==> src/rtl/fusion_fetch_pkg.sv <==
// Package: fusion_fetch_pkg
// Shared definitions for the fetch sequencer slice.
//   fetch_state_e      : fetch FSM state encoding (IDLE, REQ, WAIT, DROP)
//   FIFO_DEPTH_DEFAULT : default instruction buffer depth
//   WORD_INC           : fetch PC increment per instruction word
//   ENTRY_W            : buffer entry width, {instruction, pc}
//   align_word()       : clears the two low address bits
package fusion_fetch_pkg;

  typedef enum logic [1:0] {
    ST_IDLE = 2'd0,
    ST_REQ  = 2'd1,
    ST_WAIT = 2'd2,
    ST_DROP = 2'd3
  } fetch_state_e;

  localparam int          FIFO_DEPTH_DEFAULT = 2;
  localparam logic [31:0] WORD_INC           = 32'd4;
  localparam int          ENTRY_W            = 64;

  function automatic logic [31:0] align_word(input logic [31:0] addr);
    return addr & ~32'd3;
  endfunction

endpackage

==> src/rtl/fetch_fifo.sv <==
// Module: fetch_fifo
// Small synchronous FIFO holding fetched {instruction, pc} entries.
// Ports:
//   clk, rst    : clock, asynchronous active-high reset
//   push        : write push_data (accepted when not full, or when popping)
//   push_data   : entry to write
//   pop         : remove head entry (ignored when empty)
//   flush       : discard all entries; dominates push and pop
//   full, empty : occupancy flags
//   head        : oldest entry (contents undefined while empty)
module fetch_fifo #(
  parameter int DEPTH = 2,
  parameter int W     = 64
) (
  input  logic         clk,
  input  logic         rst,
  input  logic         push,
  input  logic [W-1:0] push_data,
  input  logic         pop,
  input  logic         flush,
  output logic         full,
  output logic         empty,
  output logic [W-1:0] head
);

  localparam int AW = $clog2(DEPTH);

  logic [W-1:0]  mem [DEPTH];
  logic [AW-1:0] rd_ptr;
  logic [AW-1:0] wr_ptr;
  logic [AW:0]   count;
  logic          do_pop;
  logic          do_push;

  assign empty   = (count == '0);
  assign full    = (count == (AW+1)'(DEPTH));
  assign do_pop  = pop && !empty;
  // A push into a full buffer is legal when the head leaves on the same edge.
  assign do_push = push && (!full || do_pop);
  assign head    = mem[rd_ptr];

  always_ff @(posedge clk or posedge rst) begin
    if (rst) begin
      rd_ptr <= '0;
      wr_ptr <= '0;
      count  <= '0;
    end else if (flush) begin
      rd_ptr <= '0;
      wr_ptr <= '0;
      count  <= '0;
    end else begin
      if (do_push) wr_ptr <= wr_ptr + AW'(1);
      if (do_pop)  rd_ptr <= rd_ptr + AW'(1);
      case ({do_push, do_pop})
        2'b10:   count <= count + (AW+1)'(1);
        2'b01:   count <= count - (AW+1)'(1);
        default: count <= count;
      endcase
    end
  end

  // Storage needs no reset: readers only look at it while the buffer is non-empty.
  always_ff @(posedge clk) begin
    if (do_push && !flush) mem[wr_ptr] <= push_data;
  end

endmodule

==> src/rtl/fetch_sequencer.sv <==
// Module: fetch_sequencer
// Instruction fetch front end: issues word-aligned reads to instruction
// memory (one outstanding at most), buffers returned words with their PC and
// presents them to decode. Redirects flush the buffer and reload the fetch PC.
// Optional build macro: FETCH_SEQ_PERF_EN adds fetch/flush event counters.
// Ports:
//   clk_in, reset_in           : clock, asynchronous active-high reset
//   imem_req_out/addr_out      : memory read request and word address
//   imem_ack_in/data_in        : memory response (data valid when ack high)
//   stall_in                   : decode cannot accept insn_out this cycle
//   pc_change_abs_in/rel_in    : redirect requests (abs wins when both high)
//   rel_base_in, imm_in        : relative target = rel_base + sext(imm)
//   abs_target_in              : absolute target
//   insn_out/insn_pc_out/insn_valid_out : instruction presented to decode
//   fetch_cnt_out/flush_cnt_out: accepted words / redirects (macro only)
//   dbg_state_out              : current FSM state
// Handshakes: a request is outstanding from the first cycle imem_req_out is
// high until the cycle imem_ack_in is high, and address/request hold during
// that span; an ack in the same cycle as the request completes it at once.
// Decode consumes insn_out on a rising edge where insn_valid_out=1 and
// stall_in=0.
module fetch_sequencer
  import fusion_fetch_pkg::*;
#(
  parameter logic [31:0] RESET_PC   = 32'h0000_0000,
  parameter int          FIFO_DEPTH = FIFO_DEPTH_DEFAULT
) (
  input  logic         clk_in,
  input  logic         reset_in,
  output logic         imem_req_out,
  output logic [31:0]  imem_addr_out,
  input  logic         imem_ack_in,
  input  logic [31:0]  imem_data_in,
  input  logic         stall_in,
  input  logic         pc_change_rel_in,
  input  logic         pc_change_abs_in,
  input  logic [31:0]  rel_base_in,
  input  logic [20:0]  imm_in,
  input  logic [31:0]  abs_target_in,
  output logic [31:0]  insn_out,
  output logic [31:0]  insn_pc_out,
  output logic         insn_valid_out,
`ifdef FETCH_SEQ_PERF_EN
  output logic [31:0]  fetch_cnt_out,
  output logic [31:0]  flush_cnt_out,
  output fetch_state_e dbg_state_out
`else
  output fetch_state_e dbg_state_out
`endif
);

  fetch_state_e         state;
  logic [31:0]          fetch_pc;   // next address to request
  logic [31:0]          pend_pc;    // address of the outstanding request
  logic                 redirect;
  logic [31:0]          rel_sum;
  logic [31:0]          redirect_pc;
  logic                 issue;
  logic                 outstanding;
  logic                 push;
  logic [ENTRY_W-1:0]   push_data;
  logic                 pop;
  logic                 fifo_full;
  logic                 fifo_empty;
  logic [ENTRY_W-1:0]   fifo_head;

  assign redirect    = pc_change_abs_in || pc_change_rel_in;
  assign rel_sum     = rel_base_in + {{11{imm_in[20]}}, imm_in};
  assign redirect_pc = align_word(pc_change_abs_in ? abs_target_in : rel_sum);

  // Only REQ with buffer room starts a new fetch; WAIT/DROP keep the old one alive.
  assign issue         = (state == ST_REQ) && !fifo_full;
  assign outstanding   = (state == ST_WAIT) || (state == ST_DROP);
  assign imem_req_out  = issue || outstanding;
  assign imem_addr_out = outstanding ? pend_pc : fetch_pc;

  // Words acked while a redirect is present, or in DROP, never enter the buffer.
  always_comb begin
    push      = 1'b0;
    push_data = {imem_data_in, fetch_pc};
    if (!redirect && imem_ack_in) begin
      if (issue) begin
        push = 1'b1;
      end else if (state == ST_WAIT) begin
        push      = 1'b1;
        push_data = {imem_data_in, pend_pc};
      end
    end
  end

  assign pop = !fifo_empty && !stall_in;

  fetch_fifo #(
    .DEPTH (FIFO_DEPTH),
    .W     (ENTRY_W)
  ) u_fifo (
    .clk       (clk_in),
    .rst       (reset_in),
    .push      (push),
    .push_data (push_data),
    .pop       (pop),
    .flush     (redirect),
    .full      (fifo_full),
    .empty     (fifo_empty),
    .head      (fifo_head)
  );

  assign insn_valid_out = !fifo_empty;
  assign insn_out       = fifo_empty ? 32'd0 : fifo_head[63:32];
  assign insn_pc_out    = fifo_empty ? 32'd0 : fifo_head[31:0];
  assign dbg_state_out  = state;

  always_ff @(posedge clk_in or posedge reset_in) begin
    if (reset_in) begin
      state    <= ST_IDLE;
      fetch_pc <= RESET_PC;
      pend_pc  <= RESET_PC;
    end else begin
      case (state)
        ST_IDLE: begin
          // Any stale ack is ignored here: nothing has been requested yet.
          state <= ST_REQ;
          if (redirect) fetch_pc <= redirect_pc;
        end
        ST_REQ: begin
          if (redirect) begin
            fetch_pc <= redirect_pc;
            // A request seen by memory but not acked must still be drained.
            if (issue && !imem_ack_in) begin
              pend_pc <= fetch_pc;
              state   <= ST_DROP;
            end
          end else if (issue) begin
            fetch_pc <= fetch_pc + WORD_INC;
            if (!imem_ack_in) begin
              pend_pc <= fetch_pc;
              state   <= ST_WAIT;
            end
          end
        end
        ST_WAIT: begin
          if (redirect) begin
            fetch_pc <= redirect_pc;
            state    <= imem_ack_in ? ST_REQ : ST_DROP;
          end else if (imem_ack_in) begin
            state <= ST_REQ;
          end
        end
        ST_DROP: begin
          if (redirect) fetch_pc <= redirect_pc;
          if (imem_ack_in) state <= ST_REQ;
        end
        default: state <= ST_IDLE;
      endcase
    end
  end

`ifdef FETCH_SEQ_PERF_EN
  always_ff @(posedge clk_in or posedge reset_in) begin
    if (reset_in) begin
      fetch_cnt_out <= 32'd0;
      flush_cnt_out <= 32'd0;
    end else begin
      if (push)     fetch_cnt_out <= fetch_cnt_out + 32'd1;
      if (redirect) flush_cnt_out <= flush_cnt_out + 32'd1;
    end
  end
`endif

endmodule

==> config.mk <==
export PLATFORM = sky130hd
export DESIGN_NAME = fetch_sequencer
export DESIGN_NICKNAME = d
export VERILOG_FILES = /design/src/rtl/fusion_fetch_pkg.sv /design/src/rtl/fetch_fifo.sv /design/src/rtl/fetch_sequencer.sv
export SDC_FILE = /design/constraint.sdc
export NUM_CORES = 1
export LEC_CHECK = 0
export ABC_CLOCK_PERIOD_IN_PS = 9390
export BUFFER_PORTS_ARGS = -buffer_cell sky130_fd_sc_hd__buf_4
export CORE_MARGIN = 10
export CORE_UTILIZATION = 30
export CTS_CLUSTER_DIAMETER = 200
export CTS_CLUSTER_SIZE = 20
export DETAILED_ROUTE_END_ITERATION = 16
export GPL_TIMING_DRIVEN = 0
export PLACE_DENSITY = 0.51
export REMOVE_ABC_BUFFERS = 1
export SETUP_SLACK_MARGIN = 0.05
export SYNTH_ARGS = -nofsm -noshare
export SYNTH_HDL_FRONTEND = slang
export SYNTH_HIERARCHICAL = 1
export SYNTH_SLANG_ARGS = --single-unit
export TNS_END_PERCENT = 100
==> constraint.sdc <==
create_clock -name clk_in -period 9.39 [get_ports clk_in]
set_input_delay 0.4695 -clock clk_in [delete_from_list [all_inputs] [get_ports clk_in]]
set_output_delay 0.4695 -clock clk_in [all_outputs]
set_load 0.1 [all_outputs]
==> impl_metrics.py, run 1 <==
metrics = {
    "outcome": {
        "status": "complete, no violations",
    },
    "worst_setup_path": {
        "cp-end-kind": "register",
        "crit_fanout": 35,
        "required_ps": 9530,
        "worst_ep_arrival_time_ps": 4500,
        "crit_type": "register to register",
        "critPathLaunchType": "register",
    },
    "routing": {
        "drt_iter0_drc": 376,
        "wirelength_um": 30300,
        "drtAntennaViolNets": 0,
        "dr_total_vias": 7716,
        "via_per_inst": 4.91,
        "avgRoutedWirePerCell_um": 19.3,
        "route.detailed.drc": 0,
        "dr.pass1.iters": 4,
    },
    "placement": {
        "post-place-ws_ps": 4990,
        "port_buffers": 218,
        "dpl.hpwl_um": 22800,
        "dp_cells": 1537,
        "place.gp.congestion": 0.837,
        "post_dp_cell_area_sq_mm": 0.0129,
    },
    "die": {
        "die_h_um": 208,
        "core_area_sq_mm": 0.0346,
        "start_util_pct": 30.5,
        "dieArea_sq_mm": 0.0432,
        "rows": 68,
        "die_x_um": 208,
        "io_pins": 223,
    },
    "sta": {
        "slew_viol_final": 0,
        "finalCritPeriodShare_pct": 46.5,
        "timing_hold_violations_final": 0,
        "worst_pin_slew_ps": 1360,
        "setup_ws_ps": 5020,
        "final.min_clock_period_ps": 4370,
        "rsz0062_at_grt": "no",
        "max_slew_margin_pct": 9.15,
        "max_freq_ghz": 0.229,
        "tns_ps": 0,
        "skew_ps": 16.6,
        "finalSetupViolCount": 0,
    },
    "cts": {
        "clock-sinks": 194,
        "cts_tree": "done",
        "clkTransAtPathRegs_ps": 70,
        "clock_path_buffers": 2,
        "htree_levels": 4,
        "clkLatencyLatePin_ps": 430,
        "root_buffer": "clkbuf_16",
        "cts_buffers": 17,
    },
    "synthesis": {
        "synth_top_family_by_area": "multiplexers",
        "syn_area_per_cell_sq_um": 11.9,
        "ys_seq_area_share_pct": 52.0,
        "synth_most_common_cell": "mux2_2",
        "synth-main-ff-cell": "edfxtp_1",
        "synth_edf_count": 128,
        "synthDistinctLibCells": 64,
        "yosys.area_share.xor_xnor_pct": 2.48,
        "synth.yosys.warnings": 6,
        "synth.area.mux_share_pct": 16.4,
        "ys_seq_elements": 194,
        "synthAdderAreaFrac_pct": 3.67,
        "yosys-top-cells-area": "edfxtp_1 (36%), mux2_2 (16%), dfrtp_1 (16%)",
        "netlist_instances": 891,
        "synth_compound_area_share_pct": 10.4,
        "async_reset_ff_share_pct": 34.0,
        "synth.top_cell.area_share_pct": 36.3,
        "yosys.area.top_type": "edfxtp_1",
        "ys_top_cells_by_count": "mux2_2 (154), edfxtp_1 (128), nor2b_1 (69), dfrtp_1 (66), a21oi_1 (55)",
        "synth_area_sq_mm": 0.0106,
        "synth_simple_gate_area_share_pct": 12.4,
    },
    "pwr": {
        "netSwitchingFraction_pct": 33.0,
        "p_sw_w": 0.000823,
        "p_seq_share_pct": 42.2,
        "clkPwrFrac_pct": 32.1,
        "ir_worst_vdd_mv": 0.0935,
        "power_density_mw_per_mm2": 184,
        "combPwrFrac_pct": 25.8,
        "p_leak_nw": 5.24,
        "p_int_w": 0.00167,
    },
    "global_routing": {
        "track_usage_pct": 13.5,
        "grt_start_max_net_pins": 50,
        "grt_pass1_vias": 7875,
        "antenna_found_initial": 0,
        "overflow": 0,
        "grt_pass1_wl_um": 46400,
    },
    "final_layout": {
        "n_fill_cell": 3406,
        "layout-drive-gt1-share_pct": 39.4,
        "syn_to_final_growth_pct": 28.2,
        "final_area_sq_mm": 0.0136,
        "antennaDiodeCount": 0,
        "fin_nets": 1256,
        "final_cells": 1570,
    },
    "job": {
        "maxCapViolations": 0,
    },
    "worst_hold_path": {
        "hold_class": "input pin to register",
    },
}
-- critical path: stages, from the launching register on --
cell and delay [ps]:
dfrtp_2 710, nand2b_1 370, nor2_1 620, nor2_1 140
nor3b_1 860, nand2_1 140, nor3_2 150, buf_4 240
buf_6 190, buf_6 170, buf_6 170, buf_6 150
buf_6 150
-- stage by stage --
step / power, W / hold slack [ps] / util, %
2_1_floorplan: 0.00152 / 236 / -
3_3_place_gp: 0.00171 / 384 / 36.4
3_5_place_dp: 0.00172 / 395 / 37.2
4_1_cts: 0.00252 / 199 / 39.2
5_1_grt: 0.00260 / 193 / 39.2
6_report: 0.00249 / 223 / 39.2
-- repair_timing --
item | CTS | global route
setup buffers | 0 | 0
hold buffers | 1 | 0
gates resized for setup | 0 | 0
hold endpoints to repair | 4 | 0
-- layer usage --
metal  part of all wire, %  global-route usage (%)  up-vias
met4                   2.0                    4.46        0
met3                   4.3                    3.02       29
met5                     0                       0        -
li1                      -                       -     3753
met1                    47                    17.8     3732
met2                    46                    21.5      202
-- layout by cell type, fill, tap and decap left out, types with 14 or more instances in the layout --
cell type | netlist | layout
inv_1 | 16 | 15
a211oi_1 | 14 | 14
ha_1 | 31 | 31
nand4_1 | 17 | 17
xor2_1 | 19 | 19
o21ai_0 | 26 | 26
nand3_1 | 20 | 19
clkbuf_16 | 0 | 18
buf_4 | 2 | 220
nor2b_1 | 69 | 69
dfrtp_1 | 66 | 64
nand2_1 | 40 | 40
a21oi_1 | 55 | 55
mux2_2 | 154 | 154
nor2_1 | 50 | 47
edfxtp_1 | 128 | 128
-- cell type report --
type | instances | area (sq um) | share of cell area (%)
Clock inverter | 10 | 165 | 1.22
Clock buffer | 22 | 485 | 3.58
Inverter | 18 | 70.1 | 0.517
Sequential cell | 194 | 5500 | 40.6
Timing Repair Buffer | 236 | 1910 | 14.1
Tap cell | 455 | 569 | 4.20
Multi-Input combinational cell | 635 | 4860 | 35.8
-- cell families (layout without fill, tap and decap cells) --
logic type,Yosys count,count (layout)
and+or+nand+nor,244,244
DFF,194,194
AOI/OAI and AO/OA,170,170
muxes,154,154
buffers and inverters,67,286
adders and majority gates,31,31
xor gates and xnor gates,30,30
other,1,6
-- sequential cells by signal (all words and copies together) (netlist names) --
register / flops
u_fifo/mem: 128
u_fifo/wr_ptr: 1
pend_pc: 30
u_fifo/rd_ptr: 1
fetch_pc: 30
dbg_state_out: 2
u_fifo/count: 2
-- final timing paths --
check | from | to | slack, ps | cells after the start
hold reg to reg | pend_pc[30] | pend_pc[30] | 520 | 1
setup / recovery | dbg_state_out[1] | u_fifo/mem[0][13] | 5020 | 12
hold / removal | imem_data_in[4] | u_fifo/mem[0][36] | 220 | 1
max in group asynchronous | reset_in | pend_pc[25] | 8210 | 4
setup reg to reg | dbg_state_out[1] | u_fifo/mem[0][13] | 5020 | 12
min in group asynchronous | reset_in | u_fifo/rd_ptr | 510 | 3
-- power groups by stage --
stage / Sequential [W] / Clock [W] / Combinational [W]
floorplan: 0.00104 / 0 / 0.000480
global placement: 0.00107 / 0 / 0.000639
detailed placement: 0.00107 / 0 / 0.000647
CTS: 0.00105 / 0.000823 / 0.000650
global route: 0.00106 / 0.000857 / 0.000684
finish: 0.00105 / 0.000800 / 0.000643
No activity file was read; power rests on OpenSTA's default activity.
==> run 2: changes to the inputs <==
Settings changed: ABC_AREA set to 1, ABC_CLOCK_PERIOD_IN_PS 9390 to 4400, PLACE_DENSITY 0.51 to 0.5.
Clock period 9.39 ns to 4.4 ns, I/O delays scaled along.
==> run 2 against run 1 <==
Effect of this change:
- clock power up 84%
- utilization fell by 0.78 points
- routed wire length up 19%
- total power increased by 140%
- critical endpoint is now insn_pc_out[10]
==> impl_metrics.py, run 2 <==
metrics = {
    "pwr": {
        "ir_worst_vdd_mv": 0.228,
        "combPwrFrac_pct": 37.0,
        "p_leak_nw": 7.65,
        "p_sw_w": 0.00247,
        "netSwitchingFraction_pct": 41.8,
        "clkPwrFrac_pct": 24.9,
        "p_int_w": 0.00343,
        "power_density_mw_per_mm2": 387,
        "p_seq_share_pct": 38.1,
    },
    "worst_setup_path": {
        "r2r_slack_ps": 1800,
        "endpoint": "insn_pc_out[10]",
        "required_ps": 4180,
        "crit_type": "register to output pin",
        "reg2reg_depth": 9,
        "cp-end-kind": "output pin",
        "critPathLaunchType": "register",
        "crit_fanout": 43,
        "startpoint": "u_fifo/rd_ptr",
        "reg2reg_from": "u_fifo/count[1]",
        "worst_ep_arrival_time_ps": 2670,
        "reg2reg_to": "u_fifo/mem[1][36]",
    },
    "sta": {
        "skew_ps": 12.4,
        "timing_hold_violations_final": 0,
        "finalCritPeriodShare_pct": 65.7,
        "rsz0062_at_grt": "no",
        "worst_pin_slew_ps": 1100,
        "max_freq_ghz": 0.346,
        "max_slew_margin_pct": 26.6,
        "slew_viol_final": 0,
        "finalSetupViolCount": 0,
        "final.min_clock_period_ps": 2890,
        "setup_ws_ps": 1510,
    },
    "final_layout": {
        "largest_register_ffs": 128,
        "final_util_pct": 38.4,
        "final_cell_mix": "nand2_1 (614), inv_1 (274), buf_4 (218)",
        "antennaDiodeCount": 0,
        "regMostFlops": "u_fifo/mem",
        "layout-drive-gt1-share_pct": 15.9,
        "fin_nets": 2069,
        "syn_to_final_growth_pct": 26.6,
        "final_cells": 2453,
        "largestRegisters": "u_fifo/mem x128, fetch_pc x30, pend_pc x30",
        "layout_commonest_cell": "nand2_1",
        "final_area_sq_mm": 0.0152,
    },
    "cts": {
        "root_buffer": "clkbuf_16",
        "clock-sinks": 194,
        "clkLatencyLatePin_ps": 430,
        "post_cts_buffers": 0,
        "clkTransAtPathRegs_ps": 70,
        "cts_buffers": 17,
        "cts_tree": "done",
        "htree_levels": 4,
        "clock_path_buffers": 2,
    },
    "global_routing": {
        "grt_start_max_net_pins": 63,
        "track_usage_pct": 15.0,
        "antenna_found_initial": 0,
        "grt_pass1_wl_um": 57400,
        "overflow": 0,
        "grt_pass1_vias": 10500,
    },
    "routing": {
        "dr_total_vias": 10800,
        "via_per_inst": 4.39,
        "dr.pass1.iters": 5,
        "avgRoutedWirePerCell_um": 14.8,
        "drtAntennaViolNets": 0,
        "wirelength_um": 36200,
        "route.detailed.drc": 0,
        "drt_iter0_drc": 634,
    },
    "worst_hold_path": {
        "hold_class": "input pin to register",
    },
    "job": {
        "maxCapViolations": 0,
    },
    "placement": {
        "port_buffers": 218,
        "place.gp.congestion": 0.876,
        "post_dp_cell_area_sq_mm": 0.0144,
        "dp_cells": 2387,
        "post-place-ws_ps": 1350,
        "dpl.hpwl_um": 27700,
    },
    "die": {
        "die_x_um": 220,
        "die_h_um": 220,
        "rows": 73,
        "start_util_pct": 30.3,
        "dieArea_sq_mm": 0.0486,
        "core_area_sq_mm": 0.0397,
        "io_pins": 223,
    },
    "synthesis": {
        "synth_edf_count": 128,
        "synth_most_common_cell": "nand2_1",
        "yosys-top-cells-area": "edfxtp_1 (32%), nand2_1 (19%), dfrtp_1 (14%)",
        "async_reset_ff_share_pct": 34.0,
        "ys_top_cells_by_count": "nand2_1 (616), inv_1 (278), nor2_1 (157), o21ai_0 (139), edfxtp_1 (128)",
        "netlist_instances": 1685,
        "synth_area_sq_mm": 0.0120,
        "ys_seq_area_share_pct": 45.6,
        "syn_area_per_cell_sq_um": 7.15,
        "synth.yosys.warnings": 6,
        "synth-main-ff-cell": "edfxtp_1",
        "synthDistinctLibCells": 35,
        "synth.top_cell.area_share_pct": 31.9,
        "ys_seq_elements": 194,
        "yosys.area.top_type": "edfxtp_1",
    },
    "outcome": {
        "status": "complete, no violations",
    },
}
==> run 2: cell types whose count changed in the layout (fill, tap and decap cells not counted), sizes merged, moves of 69 or more <==
cell,before,now
inv,20,285
mux2,154,0
nand2,40,622
nor2,50,168
nor2b,69,0
o21ai,29,140
==> run 2: power groups by stage <==
stage	registers (W)	clock network (W)	logic, W
finish	0.00224	0.00147	0.00218
global placement	0.00230	0	0.00213
CTS	0.00224	0.00153	0.00221
detailed placement	0.00228	0	0.00218
global route	0.00227	0.00160	0.00238
floorplan	0.00227	0	0.00157
==> run 2: area by class of cell <==
class / instances / area, sq um
multi-input combinational: 1152 / 5260
inverter: 284 / 1070
clock buffer: 20 / 437
fill: 4187 / 24500
tap: 525 / 657
clock inverter: 12 / 113
sequential: 194 / 5500
timing repair buffer: 266 / 2210
==> run 2: kinds of logic after synthesis <==
group,Yosys count,synth area share [%]
buffers and inverters,344,11.1
adder cells (fa/ha/maj),31,3.22
AND/OR/NAND/NOR,879,29.7
AO/OA/AOI/OAI,233,10.1
flip-flops,194,45.6
other,1,0.0311
XOR/XNOR,3,0.218
==> run 2: per-stage QoR <==
stage	hold WS (ps)	TNS, ps	power (W)
floorplan	-13.9	-187350	0.00384
global placement	149	-555830	0.00443
detailed placement	159	0	0.00446
CTS	30.6	0	0.00598
global route	50.1	0	0.00625
finish	58.3	0	0.00590
==> run 2: how the worst min path moves through the flow <==
stage               cells after the start  slack [ps]              from                to
floorplan                               1         -10          reset_in   u_fifo/count[0]
global placement                        2         150          reset_in   u_fifo/count[0]
detailed placement                      2         160          reset_in   u_fifo/count[0]
CTS                                     3          30  pc_change_rel_in  dbg_state_out[0]
global route                            3          50  pc_change_rel_in  dbg_state_out[0]
finish                                  3          60  pc_change_rel_in  dbg_state_out[0]
==> run 2: routing by layer <==
layer / share of wire [%] / GRT usage, % / vias up
met1: 47 / 20.1 / 4818
met5: 0 / 0 / -
met2: 47 / 24.7 / 228
met4: 1.2 / 3.47 / 0
li1: - / - / 5708
met3: 5.4 / 2.47 / 20
==> run 2: timing repair <==
item                                   4_1_cts  5_1_grt
resized for setup                            0        0
hold buffers                                34        0
endpoints found under the hold margin       98        0
==> run 2: critical path, stage by stage, from the launching register on <==
cell and delay [ps]:
dfrtp_2 600, buf_12 280, inv_2 400, buf_12 300
nand2_1 80, nand2_1 60, inv_1 40, nor2_1 140
buf_4 330
